`src/rtl/prio_encoder_pipe_if.sv`:
```
// Request/result bundle for prio_encoder_pipe.
// The slave modport is the encoder; the master modport is whoever
// supplies request vectors and consumes results.
interface prio_encoder_pipe_if #(
    parameter int WIDTH = 8
) ();
    // Index width derived from WIDTH, kept identical to the encoder's own.
    localparam int IDX_W = (WIDTH <= 2) ? 1 : $clog2(WIDTH);

    logic             in_valid;
    logic             in_ready;
    logic [WIDTH-1:0] in_req;
    logic             out_valid;
    logic             out_ready;
    logic [IDX_W-1:0] out_idx;
    logic [WIDTH-1:0] out_onehot;
    logic             out_any;

    modport master (
        output in_valid,
        output in_req,
        output out_ready,
        input  in_ready,
        input  out_valid,
        input  out_idx,
        input  out_onehot,
        input  out_any
    );

    modport slave (
        input  in_valid,
        input  in_req,
        input  out_ready,
        output in_ready,
        output out_valid,
        output out_idx,
        output out_onehot,
        output out_any
    );
endinterface

```
`src/rtl/prio_encoder_pipe.sv`:
```
// Registered priority encoder with valid/ready on both sides.
// Compresses a WIDTH-bit request vector into a binary index, a one-hot
// grant and an "any" flag. MODE selects fixed LSB-first (0), fixed
// MSB-first (1) or round-robin (2). One result register stage.
module prio_encoder_pipe #(
    parameter int WIDTH = 8,
    parameter int MODE  = 0
) (
    input  logic                clk,
    input  logic                rst_n,
    prio_encoder_pipe_if.slave  bus
);
    localparam int IDX_W = (WIDTH <= 2) ? 1 : $clog2(WIDTH);
    localparam logic [IDX_W-1:0] LAST_IDX = IDX_W'(WIDTH - 1);

    // Index of the lowest set bit; 0 when nothing is set.
    function automatic logic [IDX_W-1:0] lowest_set(input logic [WIDTH-1:0] v);
        logic [IDX_W-1:0] r;
        r = '0;
        for (int i = WIDTH - 1; i >= 0; i--) begin
            if (v[i]) r = IDX_W'(i);
        end
        return r;
    endfunction

    // Index of the highest set bit; 0 when nothing is set.
    function automatic logic [IDX_W-1:0] highest_set(input logic [WIDTH-1:0] v);
        logic [IDX_W-1:0] r;
        r = '0;
        for (int i = 0; i < WIDTH; i++) begin
            if (v[i]) r = IDX_W'(i);
        end
        return r;
    endfunction

    // State
    logic             out_valid_q,  out_valid_d;
    logic [IDX_W-1:0] out_idx_q,    out_idx_d;
    logic [WIDTH-1:0] out_onehot_q, out_onehot_d;
    logic             out_any_q,    out_any_d;
    logic [IDX_W-1:0] ptr_q,        ptr_d;

    // Combinational encode
    logic             in_ready;
    logic             accept;
    logic             transfer;
    logic             req_any;
    logic [WIDTH-1:0] rr_mask;
    logic [WIDTH-1:0] rr_masked_req;
    logic [IDX_W-1:0] win_idx;
    logic [WIDTH-1:0] win_onehot;

    // The register can take a new result when empty or being drained.
    assign in_ready = !out_valid_q || bus.out_ready;
    assign accept   = bus.in_valid && in_ready;
    assign transfer = out_valid_q && bus.out_ready;
    assign req_any  = |bus.in_req;

    // Round-robin mask: keep only requests at or above the pointer.
    // If none survive, the search wraps and the plain lowest bit wins.
    for (genvar gi = 0; gi < WIDTH; gi++) begin : g_rr_mask
        assign rr_mask[gi] = (IDX_W'(gi) >= ptr_q);
    end
    assign rr_masked_req = bus.in_req & rr_mask;

    // Winner selection by priority mode.
    always_comb begin
        win_idx = '0;
        if (MODE == 1) begin
            win_idx = highest_set(bus.in_req);
        end else if (MODE == 2) begin
            if (|rr_masked_req) win_idx = lowest_set(rr_masked_req);
            else                win_idx = lowest_set(bus.in_req);
        end else begin
            win_idx = lowest_set(bus.in_req);
        end
    end

    // One-hot grant; all zero when there is no request.
    for (genvar gi = 0; gi < WIDTH; gi++) begin : g_onehot
        assign win_onehot[gi] = req_any && (win_idx == IDX_W'(gi));
    end

    // Next state for the result register and the round-robin pointer.
    always_comb begin
        out_valid_d  = out_valid_q;
        out_idx_d    = out_idx_q;
        out_onehot_d = out_onehot_q;
        out_any_d    = out_any_q;
        ptr_d        = ptr_q;

        if (accept) begin
            out_valid_d  = 1'b1;
            out_idx_d    = win_idx;
            out_onehot_d = win_onehot;
            out_any_d    = req_any;
        end else if (transfer) begin
            out_valid_d  = 1'b0;
        end

        // Pointer moves just past the winner; an empty request leaves it.
        if ((MODE == 2) && accept && req_any) begin
            if (win_idx == LAST_IDX) ptr_d = '0;
            else                     ptr_d = win_idx + IDX_W'(1);
        end
    end

    // State registers with asynchronous active-low reset.
    always_ff @(posedge clk or negedge rst_n) begin
        if (!rst_n) begin
            out_valid_q  <= 1'b0;
            out_idx_q    <= '0;
            out_onehot_q <= '0;
            out_any_q    <= 1'b0;
            ptr_q        <= '0;
        end else begin
            out_valid_q  <= out_valid_d;
            out_idx_q    <= out_idx_d;
            out_onehot_q <= out_onehot_d;
            out_any_q    <= out_any_d;
            ptr_q        <= ptr_d;
        end
    end

    assign bus.in_ready   = in_ready;
    assign bus.out_valid  = out_valid_q;
    assign bus.out_idx    = out_idx_q;
    assign bus.out_onehot = out_onehot_q;
    assign bus.out_any    = out_any_q;
endmodule

```
`src/flat_wrapper.sv`:
```
// flat-port wrapper written by rule: the top's interface ports become plain ports
module prio_encoder_pipe_flat 
#(
    parameter int WIDTH = 8,
    parameter int MODE  = 0
)
  (clk, rst_n, bus_in_valid, bus_in_req, bus_out_ready, bus_in_ready, bus_out_valid, bus_out_idx, bus_out_onehot, bus_out_any);
  prio_encoder_pipe_if #(.WIDTH(WIDTH)) bus_i ();
  input  logic clk;
  input  logic rst_n;
  input wire logic [$bits(bus_i.in_valid)-1:0] bus_in_valid;
  input wire logic [$bits(bus_i.in_req)-1:0] bus_in_req;
  input wire logic [$bits(bus_i.out_ready)-1:0] bus_out_ready;
  output wire logic [$bits(bus_i.in_ready)-1:0] bus_in_ready;
  output wire logic [$bits(bus_i.out_valid)-1:0] bus_out_valid;
  output wire logic [$bits(bus_i.out_idx)-1:0] bus_out_idx;
  output wire logic [$bits(bus_i.out_onehot)-1:0] bus_out_onehot;
  output wire logic [$bits(bus_i.out_any)-1:0] bus_out_any;
  assign bus_i.in_valid = bus_in_valid;
  assign bus_i.in_req = bus_in_req;
  assign bus_i.out_ready = bus_out_ready;
  assign bus_in_ready = bus_i.in_ready;
  assign bus_out_valid = bus_i.out_valid;
  assign bus_out_idx = bus_i.out_idx;
  assign bus_out_onehot = bus_i.out_onehot;
  assign bus_out_any = bus_i.out_any;
  prio_encoder_pipe #(.WIDTH(WIDTH), .MODE(MODE)) u_core (.clk(clk), .rst_n(rst_n), .bus(bus_i));
endmodule
```
`config.mk`:
```
export PLATFORM = sky130hd
export DESIGN_NAME = prio_encoder_pipe_flat
export DESIGN_NICKNAME = d
export VERILOG_FILES = /design/src/rtl/prio_encoder_pipe_if.sv /design/src/rtl/prio_encoder_pipe.sv /design/src/flat_wrapper.sv
export SDC_FILE = /design/constraint.sdc
export NUM_CORES = 1
export LEC_CHECK = 0
export ABC_AREA = 1
export ABC_CLOCK_PERIOD_IN_PS = 1860
export CAP_MARGIN = 20
export CORE_MARGIN = 5
export CORE_UTILIZATION = 40
export DETAILED_ROUTE_END_ITERATION = 8
export PLACE_DENSITY_LB_ADDON = 0.05
export SLEW_MARGIN = 20
export SYNTH_ARGS = -nofsm -noshare
export SYNTH_HDL_FRONTEND = slang
export SYNTH_SLANG_ARGS = --single-unit
```
`constraint.sdc`:
```
create_clock -name clk -period 1.86 [get_ports clk]
set_input_delay 0.558 -clock clk [delete_from_list [all_inputs] [get_ports clk]]
set_output_delay 0.558 -clock clk [all_outputs]
set_load 0.1 [all_outputs]
```
==> out/metrics.yaml, run 1 <==
setup_path:
  worst_setup_path_start_kind: "input pin"
  reg2reg_slack_ns: 0.63
  critPathMaxFanout: 2
  cp-end-kind: "primary output"
  cp.arrival_ns: 1.07
  crit_path_top_delay_cell: "dlygate4sd2_1"
  crit_required_ns: 1.30
  rr_startpoint: "u_core.bus.out_valid"
  reg2reg_to: "u_core.bus.out_onehot[3]"
  max_stage_delay_ns: 0.24
  worst-setup-path-type: "in -> out"
  path_cells: "dlygate4sd2_1 > inv_2 > nand2_4 > buf_12"
  reg2regPathDepth: 6
flow_run:
  maxCapViolCount: 0
power_and_ir_drop:
  p_int_w: 0.0005176
  p_leak_nw: 0.5673
  p_comb_frac: 0.422
  p_per_area_nw_per_um2: 785.3
  swShare: 0.4027
  seqPwrFrac: 0.377
  p_sw_w: 0.0003490
  clockPowerShare: 0.200
  vdd_drop_max_uv: 416.4
placement:
  globalplace.congestion: 0.7600
  dpl-instance-area_um2: 1079
  dp.cells: 120
  dp_worst_setup_slack_ns: -0.01411
  dp_hpwl_um: 1234
  io_buffers: 25
cts:
  htreeDepth: 1
  clock-sinks: 13
  insertion_delay_ns: 0.28
  cts_buffers: 3
  cts_buffer_depth: 2
  post_cts_buffers: 0
  cts.clk_slew.worst_paths_ns: 0.07
  cts_root_buf: "clkbuf_4"
  tritoncts: "done"
sta:
  fin_crit_sh: 0.8768
  setup_viol: 0
  fmax_mhz: 613.2
  slew_viol_final: 0
  min_period_ns: 1.631
  worst_clock_skew_ns: 0.005653
  fin_ws_ns: 0.2292
  hold_violations: 0
  holdWs_ns: 0.5454
  rsz0062_at_grt: "false"
  worst_pin_slew_ns: 0.2587
  max-slew-margin-rel: 0.8275
routing:
  route.detailed.drc: 0
  viasPerCell: 4.694
  drt-pass1-iter-count: 4
  wl_met1_um: 610
  highest_layer: "met4"
  wl_met3_um: 128
  route.met2.wl_um: 713
  drtIter0Drc: 10
  ant_nets: 0
  vias: 582
  wire_per_inst_um: 11.90
  wl_um: 1475
synth:
  syn_area_per_cell_um2: 8.433
  ys_ff_latch: 13
  yosysWarnings: 0
  synth_cells: 77
  synthDistinctLibCells: 16
  syn-num-nets: 89
  synth_area_um2: 649.4
  yosysSeqAreaShare: 0.5010
outcome:
  status: "finished clean"
hold_path:
  whs_path_depth: 2
  min_from: "u_core.bus.out_onehot[2]"
  whs_endpoint: "u_core.bus.out_onehot[2]"
  hold_class: "reg -> reg"
grt:
  grt_pass1_wl_um: 2477
  first_global_vias: 571
  grt_max_degree: 17
  antenna_found_initial: 0
  grt_usage: 0.1301
  grt_overflow: 0
die:
  initial_utilization: 0.4261
  core_um2: 1524
  placementRows: 14
  die_y_um: 50.29
  dieArea_um2: 2529
  io-pin-count: 26
  die_x_um: 50.29
finish:
  antenna_cells: 0
  multiInputGateArea_um2: 281.5
  nets: 121
  drive_gt1_frac: 0.3148
  syn2layout_area_growth_pct: 69.94
  fillers: 126
  fin_cells: 124
  regArea_um2: 326.6
  final_area_um2: 1104
==> cell families (layout without fill, tap and decap cells) <==
logic type             count (synthesis)  after routing  synth area share
AO/OA/AOI/OAI                          7              7           0.05393
flip-flops                            13             13            0.5010
AND/OR/NAND/NOR                       46             46            0.3796
buffers and inverters                 11             42           0.06551
==> metrics by stage <==
stage	utilization	TNS [ns]	total power, W
floorplan	-	0	0.0005417
global placement	0.7077	0	0.0006955
detailed placement	0.7077	-0.01411	0.0007027
CTS	0.7241	0	0.0008806
global route	0.7241	0	0.0009103
finish	0.7241	0	0.0008666
==> sequential cells by signal, summed over array words and instances (netlist names) <==
name / flops
u_core.bus.out_idx: 3
u_core.bus.out_onehot: 8
u_core.bus.out_valid: 1
u_core.bus.out_any: 1
==> cell type report <==
| class | instances | share of cell area |
|---|---|---|
| Clock buffer | 4 | 0.02381 |
| Inverter | 10 | 0.03401 |
| Multi-Input combinational cell | 53 | 0.2551 |
| Sequential cell | 13 | 0.2959 |
| Tap cell | 16 | 0.01814 |
| Timing Repair Buffer | 28 | 0.3730 |
==> timing repair <==
item / in CTS / in global routing
endpoints found under the setup margin: 1 / 0
hold buffers: 0 / 0
resized for setup: 1 / 0
==> placed cells by master (no fill, tap or decap), drive strengths merged <==
| cell | netlist | layout |
|---|---|---|
| nand4 | 3 | 3 |
| dlygate4sd2 | 0 | 1 |
| a21oi | 1 | 1 |
| nand2 | 34 | 34 |
| buf | 1 | 17 |
| nor2 | 5 | 5 |
| inv | 10 | 10 |
| dfrtp | 13 | 13 |
| clkdlybuf4s50 | 0 | 10 |
| nand3b | 1 | 1 |
| clkbuf | 0 | 4 |
| o21ai | 6 | 6 |
| nand3 | 3 | 3 |
==> critical path: cells and delay by family <==
| kind | cells | cell delay [ns] |
|---|---|---|
| and+or+nand+nor | 1 | 0.05 |
| buffers and inverters | 3 | 0.46 |
==> power groups by stage <==
stage / sequential, W / clock (W) / combinational (W)
2_1_floorplan: 0.000470 / 0 / 0.0000720
3_3_place_gp: 0.000331 / 0 / 0.000364
3_5_place_dp: 0.000333 / 0 / 0.000369
4_1_cts: 0.000328 / 0.000184 / 0.000369
5_1_grt: 0.000330 / 0.000200 / 0.000380
6_report: 0.000327 / 0.000174 / 0.000366
==> cell usage after synthesis <==
library cell  number  area [um2]
o21ai_1            5       25.02
nor2_8             1       20.02
nand3_1            3       15.01
nand3b_1           1       7.510
nor2_1             2       7.510
o21ai_0            1       5.000
nand4_1            3       18.77
a21oi_1            1       5.000
nand2_1           27       101.4
buf_2              1       5.000
dfrtp_1           13       325.3
inv_2              3       11.26
inv_1              7       26.28
nor2_2             2       12.51
nand2_2            3       18.77
nand2_4            4       45.04
==> layer usage <==
| metal | vias up | GRT usage |
|---|---|---|
| met5 | - | 0 |
| met4 | 0 | 0.06383 |
| met3 | 3 | 0.04734 |
| met2 | 22 | 0.2071 |
| met1 | 257 | 0.1538 |
| li1 | 300 | - |
==> worst max-delay path by stage <==
stage / cells after the start / startpoint / to / slack [ns]
6_report: 4 / bus_out_ready / bus_in_ready / 0.23
4_1_cts: 4 / bus_out_ready / bus_in_ready / 0.22
3_5_place_dp: 4 / bus_out_ready / bus_in_ready / -0.01
3_3_place_gp: 4 / bus_out_ready / bus_in_ready / 0.005
2_1_floorplan: 7 / u_core.bus.out_valid / u_core.bus.out_onehot[7] / 0.27
5_1_grt: 4 / bus_out_ready / bus_in_ready / 0.20
No activity file was read; power rests on OpenSTA's default activity.
==> inputs of run 2 (changes only) <==
--- a/config.mk
+++ b/config.mk
@@ -12,7 +12,6 @@
 export CORE_UTILIZATION = 40
 export DETAILED_ROUTE_END_ITERATION = 8
 export PLACE_DENSITY_LB_ADDON = 0.05
-export SLEW_MARGIN = 20
 export SYNTH_ARGS = -nofsm -noshare
 export SYNTH_HDL_FRONTEND = slang
 export SYNTH_SLANG_ARGS = --single-unit
==> results of run 2 <==
Final layout, timing and power as in run 1 (identical DEF).
==> inputs of run 3 (changes only) <==
--- a/config.mk
+++ b/config.mk
@@ -6,11 +6,12 @@
 export NUM_CORES = 1
 export LEC_CHECK = 0
 export ABC_AREA = 1
-export ABC_CLOCK_PERIOD_IN_PS = 1860
+export ABC_CLOCK_PERIOD_IN_PS = 1800
 export CAP_MARGIN = 20
 export CORE_MARGIN = 5
 export CORE_UTILIZATION = 40
 export DETAILED_ROUTE_END_ITERATION = 8
+export HOLD_SLACK_MARGIN = 0.1
 export PLACE_DENSITY_LB_ADDON = 0.05
 export SYNTH_ARGS = -nofsm -noshare
 export SYNTH_HDL_FRONTEND = slang
==> constraint.sdc (replaced) <==
create_clock -name clk -period 1.8 [get_ports clk]
set_input_delay 0.54 -clock clk [delete_from_list [all_inputs] [get_ports clk]]
set_output_delay 0.54 -clock clk [all_outputs]
set_load 0.1 [all_outputs]
==> run 3 against run 2 <==
Compared with the run above:
- sequential power rose by 3%
- sequential cell count did not move
- final cell count rose by 0.81%
- hold slack improved by 0.0038 ns
- highest routed layer unchanged
==> out/metrics.yaml, run 3 (synthesis gave the netlist of run 1 again) <==
routing:
  route.detailed.drc: 0
  drt-pass1-iter-count: 4
  ant_nets: 0
  drtIter0Drc: 7
  wl_um: 1384
  viasPerCell: 4.584
  vias: 573
  wire_per_inst_um: 11.07
sta:
  holdWs_ns: 0.5492
  worst_clock_skew_ns: 0.0006522
  max-slew-margin-rel: 0.8361
  hold_violations: 0
  slew_viol_final: 0
  setup_viol: 0
  rsz0062_at_grt: "false"
  worst_pin_slew_ns: 0.2459
  fin_crit_sh: 0.8861
  min_period_ns: 1.595
  fmax_mhz: 627.0
setup_path:
  crit_path_top_delay_cell: "dlygate4sd2_1"
  max_stage_delay_ns: 0.24
  critPathMaxFanout: 2
  worst_setup_path_start_kind: "input pin"
  cp.arrival_ns: 1.05
  path_cells: "dlygate4sd2_1 > inv_2 > nand2_4 > buf_12"
  cp-end-kind: "primary output"
  crit_required_ns: 1.26
  worst-setup-path-type: "in -> out"
outcome:
  status: "finished clean"
cts:
  htreeDepth: 1
  tritoncts: "done"
  insertion_delay_ns: 0.26
  cts.clk_slew.worst_paths_ns: 0.07
  cts_buffers: 3
  post_cts_buffers: 0
  holdBufCountCts: 0
  clock-sinks: 13
  cts_buffer_depth: 2
  cts_root_buf: "clkbuf_4"
flow_run:
  maxCapViolCount: 0
grt:
  grt_overflow: 0
  grt_usage: 0.1186
  antenna_found_initial: 0
  grt_max_degree: 17
  first_global_vias: 564
  grt_pass1_wl_um: 2387
die:
  die_x_um: 50.29
  placementRows: 14
  io-pin-count: 26
  die_y_um: 50.29
  dieArea_um2: 2529
  core_um2: 1524
  initial_utilization: 0.4261
finish:
  final_cell_mix: "nand2_1, buf_12, dfrtp_1"
  largest_register_ffs: 8
  antenna_cells: 0
  drive_gt1_frac: 0.3211
  syn2layout_area_growth_pct: 71.10
  fin_cells: 125
  nets: 122
  final_common_cell: "nand2_1"
placement:
  dp.cells: 121
  globalplace.congestion: 0.7666
  dp_hpwl_um: 1183
  io_buffers: 25
power_and_ir_drop:
  p_leak_nw: 0.5723
  p_per_area_nw_per_um2: 796.6
  vdd_drop_max_uv: 605.6
hold_path:
  hold_class: "reg -> reg"
-- run 3: cell types whose count changed in the layout (fill, tap and decap cells not counted), sizes merged --
cell  before  now
buf       17   18
-- run 3: final timing paths --
path	cells past startpoint	end	from	slack, ns
max in group asynchronous	2	u_core.bus.out_valid	rst_n	1.04
hold / removal	2	u_core.bus.out_onehot[6]	u_core.bus.out_onehot[6]	0.55
min in group asynchronous	2	u_core.bus.out_idx[2]	rst_n	0.59
setup reg to reg	8	u_core.bus.out_onehot[5]	u_core.bus.out_valid	0.60
hold reg to reg	2	u_core.bus.out_onehot[6]	u_core.bus.out_onehot[6]	0.55
setup / recovery	4	bus_in_ready	bus_out_ready	0.21
-- run 3: final cells by class --
type                       instances  area (um2)
fill                             122       412.9
inverter                          10       37.54
timing repair buffer              29       419.2
tap                               16       20.02
multi-input combinational         53       281.5
clock buffer                       4       26.28
sequential                        13       326.6
-- run 3: layer usage --
layer	GRT usage	vias to the layer above	share of wire
met5	0	-	0
met4	0.02553	0	0.010
met1	0.1523	247	0.43
met2	0.1987	21	0.46
li1	-	303	-
met3	0.03254	2	0.10
-- run 3: metrics by stage --
step,total power (W),setup WS (ns),utilization,cell area [um2],setup TNS (ns)
floorplan,0.0005598,0.2060,-,650.6,0
global placement,0.0007211,-0.01937,0.7126,1086,-0.01937
detailed placement,0.0007274,-0.04286,0.7126,1086,-0.07506
CTS,0.0008982,0.1953,0.7291,1111,0
global route,0.0009366,0.1742,0.7291,1111,0
finish,0.0008851,0.2050,0.7291,1111,0
-- run 3: power breakdown --
| group | total, W | switching [W] | internal [W] |
|---|---|---|---|
| sequential | 0.000337 | 0.0000240 | 0.000313 |
| combinational | 0.000380 | 0.000242 | 0.000138 |
| clock | 0.000168 | 0.0000824 | 0.0000854 |
-- run 3: what timing repair did --
action | CTS | global route
hold endpoints to repair | 0 | 0
resized for setup | 1 | 0
endpoints found under the setup margin | 1 | 0
-- run 3: worst max-delay path: cells and delay by family --
family / cells / cell delay [ns]
simple gates: 1 / 0.05
buf+inv: 3 / 0.46
